$ cat src/rtl/card_pkg.sv
// Shared types and helpers for the baccarat card dealer: deal-order states,
// the empty-slot code and the baccarat point arithmetic.
package card_pkg;

  typedef enum logic [2:0] {
    S_P1   = 3'd0,
    S_D1   = 3'd1,
    S_P2   = 3'd2,
    S_D2   = 3'd3,
    S_P3   = 3'd4,
    S_D3   = 3'd5,
    S_DONE = 3'd6
  } deal_state_t;

  localparam logic [3:0] CARD_EMPTY = 4'd0;
  localparam int         NUM_SLOTS  = 6;

  // Tens and face cards count zero in baccarat; an empty slot counts zero too.
  function automatic logic [3:0] card_value(input logic [3:0] code);
    return (code >= 4'd10) ? 4'd0 : code;
  endfunction

  function automatic logic [3:0] mod10_sum(input logic [3:0] a,
                                           input logic [3:0] b,
                                           input logic [3:0] c);
    logic [4:0] sum;
    sum = {1'b0, card_value(a)} + {1'b0, card_value(b)} + {1'b0, card_value(c)};
    if (sum >= 5'd20)      sum = sum - 5'd20;
    else if (sum >= 5'd10) sum = sum - 5'd10;
    return sum[3:0];
  endfunction

endpackage

$ cat src/rtl/card_counter.sv
// Free-running 1..CARD_MAX rank counter used as the shuffle source.
module card_counter #(
  parameter int CARD_MAX = 13
) (
  input  logic       clk,
  input  logic       reset,
  output logic [3:0] card
);

  logic [3:0] cnt_q, cnt_d;

  always_comb begin
    cnt_d = cnt_q + 4'd1;
    if (cnt_q == 4'(CARD_MAX)) cnt_d = 4'd1;
  end

  always_ff @(posedge clk) begin
    if (reset) cnt_q <= 4'd1;
    else       cnt_q <= cnt_d;
  end

  assign card = cnt_q;

endmodule

$ cat src/rtl/card_dealer.sv
// Deals counter snapshots into six card slots in baccarat order on each
// button rising edge, and scores both hands modulo 10.
module card_dealer
  import card_pkg::*;
#(
  parameter int CARD_MAX = 13
) (
  input  logic       clk,
  input  logic       reset,
  input  logic       next_card,
  input  logic       deal_p3,
  input  logic       deal_d3,
  output logic [3:0] pcard1,
  output logic [3:0] pcard2,
  output logic [3:0] pcard3,
  output logic [3:0] dcard1,
  output logic [3:0] dcard2,
  output logic [3:0] dcard3,
  output logic [3:0] pscore,
  output logic [3:0] dscore,
  output logic       done
);

  if (CARD_MAX < 10 || CARD_MAX > 15) begin : g_bad_param
    $error("card_dealer: CARD_MAX must be in 10..15");
  end

  logic [3:0]                      card_cnt;
  logic                            next_card_q;
  logic                            deal_evt;
  logic                            load_en;
  logic [2:0]                      slot_sel;
  deal_state_t                     state_q, state_d;
  logic [NUM_SLOTS-1:0][3:0]       slot_q;

  card_counter #(.CARD_MAX(CARD_MAX)) u_counter (
    .clk   (clk),
    .reset (reset),
    .card  (card_cnt)
  );

  always_ff @(posedge clk) begin
    if (reset) next_card_q <= 1'b0;
    else       next_card_q <= next_card;
  end

  assign deal_evt = next_card & ~next_card_q;

  always_ff @(posedge clk) begin
    if (reset) state_q <= S_P1;
    else       state_q <= state_d;
  end

  // Third-card skips advance unconditionally and swallow any coincident press.
  always_comb begin
    state_d = state_q;
    case (state_q)
      S_P1:    if (deal_evt)             state_d = S_D1;
      S_D1:    if (deal_evt)             state_d = S_P2;
      S_P2:    if (deal_evt)             state_d = S_D2;
      S_D2:    if (deal_evt)             state_d = S_P3;
      S_P3:    if (!deal_p3 || deal_evt) state_d = S_D3;
      S_D3:    if (!deal_d3 || deal_evt) state_d = S_DONE;
      default:                           state_d = S_DONE;
    endcase
  end

  always_comb begin
    load_en = 1'b0;
    done    = 1'b0;
    case (state_q)
      S_P1, S_D1, S_P2, S_D2: load_en = deal_evt;
      S_P3:                   load_en = deal_evt & deal_p3;
      S_D3:                   load_en = deal_evt & deal_d3;
      default:                done    = 1'b1;
    endcase
  end

  // State encoding doubles as the slot index for S_P1..S_D3.
  assign slot_sel = state_q;

  always_ff @(posedge clk) begin
    if (reset) begin
      slot_q <= {NUM_SLOTS{CARD_EMPTY}};
    end else begin
      for (int i = 0; i < NUM_SLOTS; i++) begin
        if (load_en && slot_sel == 3'(i)) slot_q[i] <= card_cnt;
      end
    end
  end

  assign pcard1 = slot_q[0];
  assign dcard1 = slot_q[1];
  assign pcard2 = slot_q[2];
  assign dcard2 = slot_q[3];
  assign pcard3 = slot_q[4];
  assign dcard3 = slot_q[5];

  assign pscore = mod10_sum(pcard1, pcard2, pcard3);
  assign dscore = mod10_sum(dcard1, dcard2, dcard3);

endmodule

$ cat config.mk
export PLATFORM = sky130hd
export DESIGN_NAME = card_dealer
export DESIGN_NICKNAME = d
export VERILOG_FILES = /design/src/rtl/card_pkg.sv /design/src/rtl/card_counter.sv /design/src/rtl/card_dealer.sv
export SDC_FILE = /design/constraint.sdc
export NUM_CORES = 1
export LEC_CHECK = 0
export CAP_MARGIN = 20
export CORE_MARGIN = 1
export CORE_UTILIZATION = 55
export DETAILED_ROUTE_END_ITERATION = 8
export GPL_TIMING_DRIVEN = 0
export PLACE_DENSITY = 0.83
export SLEW_MARGIN = 10
export SYNTH_ARGS = -nofsm -noshare
export SYNTH_HDL_FRONTEND = slang
export SYNTH_HIERARCHICAL = 1
export SYNTH_SLANG_ARGS = --single-unit
$ cat constraint.sdc
create_clock -name clk -period 8.7 [get_ports clk]
set_input_delay 1.305 -clock clk [delete_from_list [all_inputs] [get_ports clk]]
set_output_delay 1.305 -clock clk [all_outputs]
set_load 0.005 [all_outputs]
==> flow_summary.rst <==
.. list-table::
   :header-rows: 1

   * - Metric
     - Value
   * - Synth Area in Compound Gates
     - 0.139
   * - Via density
     - 5.50
   * - Number of failing setup endpoints in the final timing report
     - 0
   * - Number of slew-limit violations in the final report
     - 0
   * - Clock latency reported for the late side of the worst-skew pair
     - 290 ps
   * - Die footprint
     - 4200 um2
   * - Area of the mapped netlist
     - 2170 um2
   * - Initial cell density of the core
     - 0.584
   * - Wire length of the first global-routing pass
     - 7.42 mm
   * - Largest net degree at the start of global routing
     - 12
   * - Setup crit start kind
     - flop
   * - Routing usage on met3
     - 0.0423
   * - Synthesized net count
     - 276
   * - Fin nets
     - 320
   * - CP arrival
     - 4040 ps
   * - Crit end category
     - output port
   * - Count of unique library cells instantiated by Yosys
     - 42
   * - Clock Tree Buf Depth
     - 2
   * - Yosys warns
     - 6
   * - Time the worst path needs with I/O delays and setup
     - 5340 ps
   * - Wire length reported by the detailed router
     - 4.45 mm
   * - DR pass1 iterations
     - 4
   * - Max_cap viols
     - 0
   * - DR vias
     - 1,870
   * - Leakage power summed over all cells
     - 1.17 nW
   * - Post-DP HPWL
     - 3.43 mm
   * - Buffers on Ports
     - 37
   * - Sink Count
     - 32
   * - IO Pins
     - 38
   * - Number of antenna violations at the first check in global routing
     - 0
   * - Mux contribution to synthesized area
     - 0.0968
   * - Root Buffer Master
     - sky130_fd_sc_hd__clkbuf_8
   * - Via count of the first global-routing pass
     - 1,719
   * - Chip Height
     - 64.8 um
   * - H-tree depth
     - 2
   * - Simple-Gate Fraction of Synth Area
     - 0.250
   * - Met1 routing resource usage after global routing
     - 0.275
   * - Worst slack, placed
     - 3680 ps
   * - Post-route antenna net violation count
     - 0
   * - Final Worst Setup Slack
     - 3360 ps
   * - Hold violation count in the final report
     - 0
   * - CTS tree
     - yes
   * - Number of gates resized after CTS
     - 0
   * - Floorplan Core Area
     - 3720 um2
   * - Gpl congestion
     - 0.827
   * - Post-synthesis adder-cell area fraction
     - 0.173
   * - Synth-to-Final Area Change
     - 25.6%
   * - GRT Resource Usage Total
     - 0.225
   * - Unrepaired setup endpoints after global routing
     - false
   * - Global routing usage on met2
     - 0.395
   * - Kind of path behind the tightest hold check
     - flop to flop
   * - Width of the chip
     - 64.8 um
   * - Slew HR
     - 0.698
   * - Count of placed standard cells in the final layout, fillers left out
     - 340
   * - Post-CTS clock slew at the launch and capture registers of the worst setup and hold paths
     - 70 ps
   * - Average cell area after synthesis
     - 8.79 um2
   * - Wire length per cell
     - 13.1 um
   * - Share of layout cells above drive strength 1
     - 0.0582
   * - Top achievable clock speed
     - 0.187 GHz
   * - Worst Setup Path Type
     - flop to output port
   * - Main combinational cell family by area after synthesis
     - simple AND/OR/NAND/NOR gates
   * - Placed instance count
     - 332
   * - Post-CTS Setup Repair Bufs
     - 0
   * - Skew final
     - 7.70 ps
   * - Number of instances in the synthesized netlist
     - 247
   * - Antenna cell count
     - 0
   * - Global route overflow
     - 0
   * - Seq/Total Area, Yosys
     - 0.295
   * - Number of buffers created by CTS
     - 5
   * - Busiest grt layer
     - met2
   * - Number of design rule violations left after detail routing
     - 0
   * - Row Count
     - 22
   * - Worst Max-Slew Pin Slew
     - 449 ps
   * - WP data required
     - 7390 ps
   * - Max VDD drop
     - 0.000144 V
   * - Hold buffer count at CTS
     - 0
   * - Total power density per cell area
     - 130 nW/um2
   * - Drt initial violations
     - 62
   * - Result of the run
     - completed
   * - Maximum net fanout on the critical path
     - 5
   * - Fraction of synthesized cell area in xor and xnor cells
     - 0.00807
   * - Register bit total from synthesis
     - 32
   * - Share of the clock period used by the worst path
     - 0.614
   * - Setup Total Neg Slack
     - 0 ps
-- stage by stage --
| step | utilization | hold WS (ps) | power (mW) | instance area [um2] |
|---|---|---|---|---|
| global route | 0.734 | 504 | 0.368 | 2730 |
| detailed placement | 0.700 | 485 | 0.201 | 2600 |
| CTS | 0.734 | 495 | 0.356 | 2730 |
| global placement | 0.700 | 473 | 0.200 | 2600 |
| floorplan | - | 461 | 0.186 | 2170 |
| finish | 0.734 | 491 | 0.354 | 2730 |
-- final timing paths --
kind                     from         to  slack (ps)  cells past startpoint
setup / recovery    dcard2[1]  dscore[1]        3360                     13
hold reg to reg     pcard1[0]  pcard1[0]         490                      2
setup reg to reg  slot_sel[1]  pcard3[3]        7140                      5
hold / removal      pcard1[0]  pcard1[0]         490                      2
-- synth_stat cells (all sizes together) --
master,number,area [um2]
o41ai,2,17.5
ha,14,175
nor2,26,97.6
inv,12,45.0
nand2b,6,37.5
a21oi,16,83.8
mux2i,21,210
nand4b,1,8.76
nor4bb,1,10.0
a211o,2,17.5
clkbuf,3,11.3
and3b,3,30.0
or2,2,12.5
fa,10,200
a2111o,1,11.3
a31o,1,8.76
nand2,13,48.8
dfxtp,32,641
o31ai,1,7.51
nand3,13,65.1
or4,1,7.51
o311ai,2,17.5
a21boi,2,15.0
nor2b,13,81.3
o21ai,13,65.1
a211oi,3,22.5
a31oi,1,6.26
and2b,1,7.51
buf,5,25.0
and2,9,56.3
nand4,1,6.26
and4,1,8.76
a21o,2,15.0
nor3b,8,60.1
xor2,2,17.5
nor3,1,5.00
o211ai,2,15.0
-- final cells by class --
type | instances | area (um2)
Multi-Input combinational cell | 195 | 1450
Tap cell | 48 | 60.1
Clock buffer | 7 | 96.3
Timing Repair Buffer | 37 | 370
Sequential cell | 32 | 641
Clock inverter | 1 | 30.0
Inverter | 12 | 45.0
Buffer | 8 | 36.3
Fill cell | 297 | 988
-- sequential cells by signal (all words and copies together) (netlist names) --
name / flops
pcard1: 4
dcard1: 4
pcard2: 4
slot_sel: 3
next_card_q: 1
u_counter/card: 4
dcard3: 4
dcard2: 4
pcard3: 4
-- cell usage in the layout, fill, tap and decap left out, types with 5 or more instances in the layout --
cell,instances
sky130_fd_sc_hd__nand3_1,13
sky130_fd_sc_hd__and2_1,9
sky130_fd_sc_hd__nand2b_1,6
sky130_fd_sc_hd__clkdlybuf4s50_1,37
sky130_fd_sc_hd__mux2i_1,21
sky130_fd_sc_hd__ha_1,14
sky130_fd_sc_hd__fa_1,10
sky130_fd_sc_hd__nand2_1,13
sky130_fd_sc_hd__nor3b_1,8
sky130_fd_sc_hd__dfxtp_1,32
sky130_fd_sc_hd__inv_1,11
sky130_fd_sc_hd__clkbuf_8,7
sky130_fd_sc_hd__buf_2,5
sky130_fd_sc_hd__nor2b_1,13
sky130_fd_sc_hd__nor2_1,26
sky130_fd_sc_hd__a21oi_1,15
sky130_fd_sc_hd__o21ai_0,12
-- where the power goes --
group	internal (mW)	total, mW	switching (mW)
Combinational	0.0200	0.0406	0.0206
Clock	0.101	0.156	0.0551
Sequential	0.150	0.158	0.00724
Total	0.271	0.354	0.0830
-- metal layers --
metal  part of all wire  up-vias
met5                  0        -
met4             0.0047        0
met3              0.033        4
met2               0.48       32
met1               0.48      881
li1                   -      953
-- logic make-up (layout without fill, tap and decap cells) --
kind of cell / count (synthesis) / in the layout
AND/OR/NAND/NOR: 100 / 100
AO/OA/AOI/OAI: 48 / 48
flip-flops: 32 / 32
adder cells (fa/ha/maj): 24 / 24
multiplexers: 21 / 21
buffers and inverters: 20 / 65
XOR/XNOR: 2 / 2
-- critical path, cell delays in order, from the launching register on --
cell and delay, ps:
sky130_fd_sc_hd__dfxtp_1 420, sky130_fd_sc_hd__o21ai_0 110, sky130_fd_sc_hd__and2_1 190, sky130_fd_sc_hd__fa_1 390, sky130_fd_sc_hd__ha_1 230, sky130_fd_sc_hd__fa_1 380
sky130_fd_sc_hd__xor2_1 280, sky130_fd_sc_hd__inv_1 140, sky130_fd_sc_hd__ha_1 200, sky130_fd_sc_hd__nor3b_1 160, sky130_fd_sc_hd__or4_1 400, sky130_fd_sc_hd__a211o_1 290
sky130_fd_sc_hd__nand3_1 60, sky130_fd_sc_hd__clkdlybuf4s50_1 490
No activity file was read; power rests on OpenSTA's default activity.
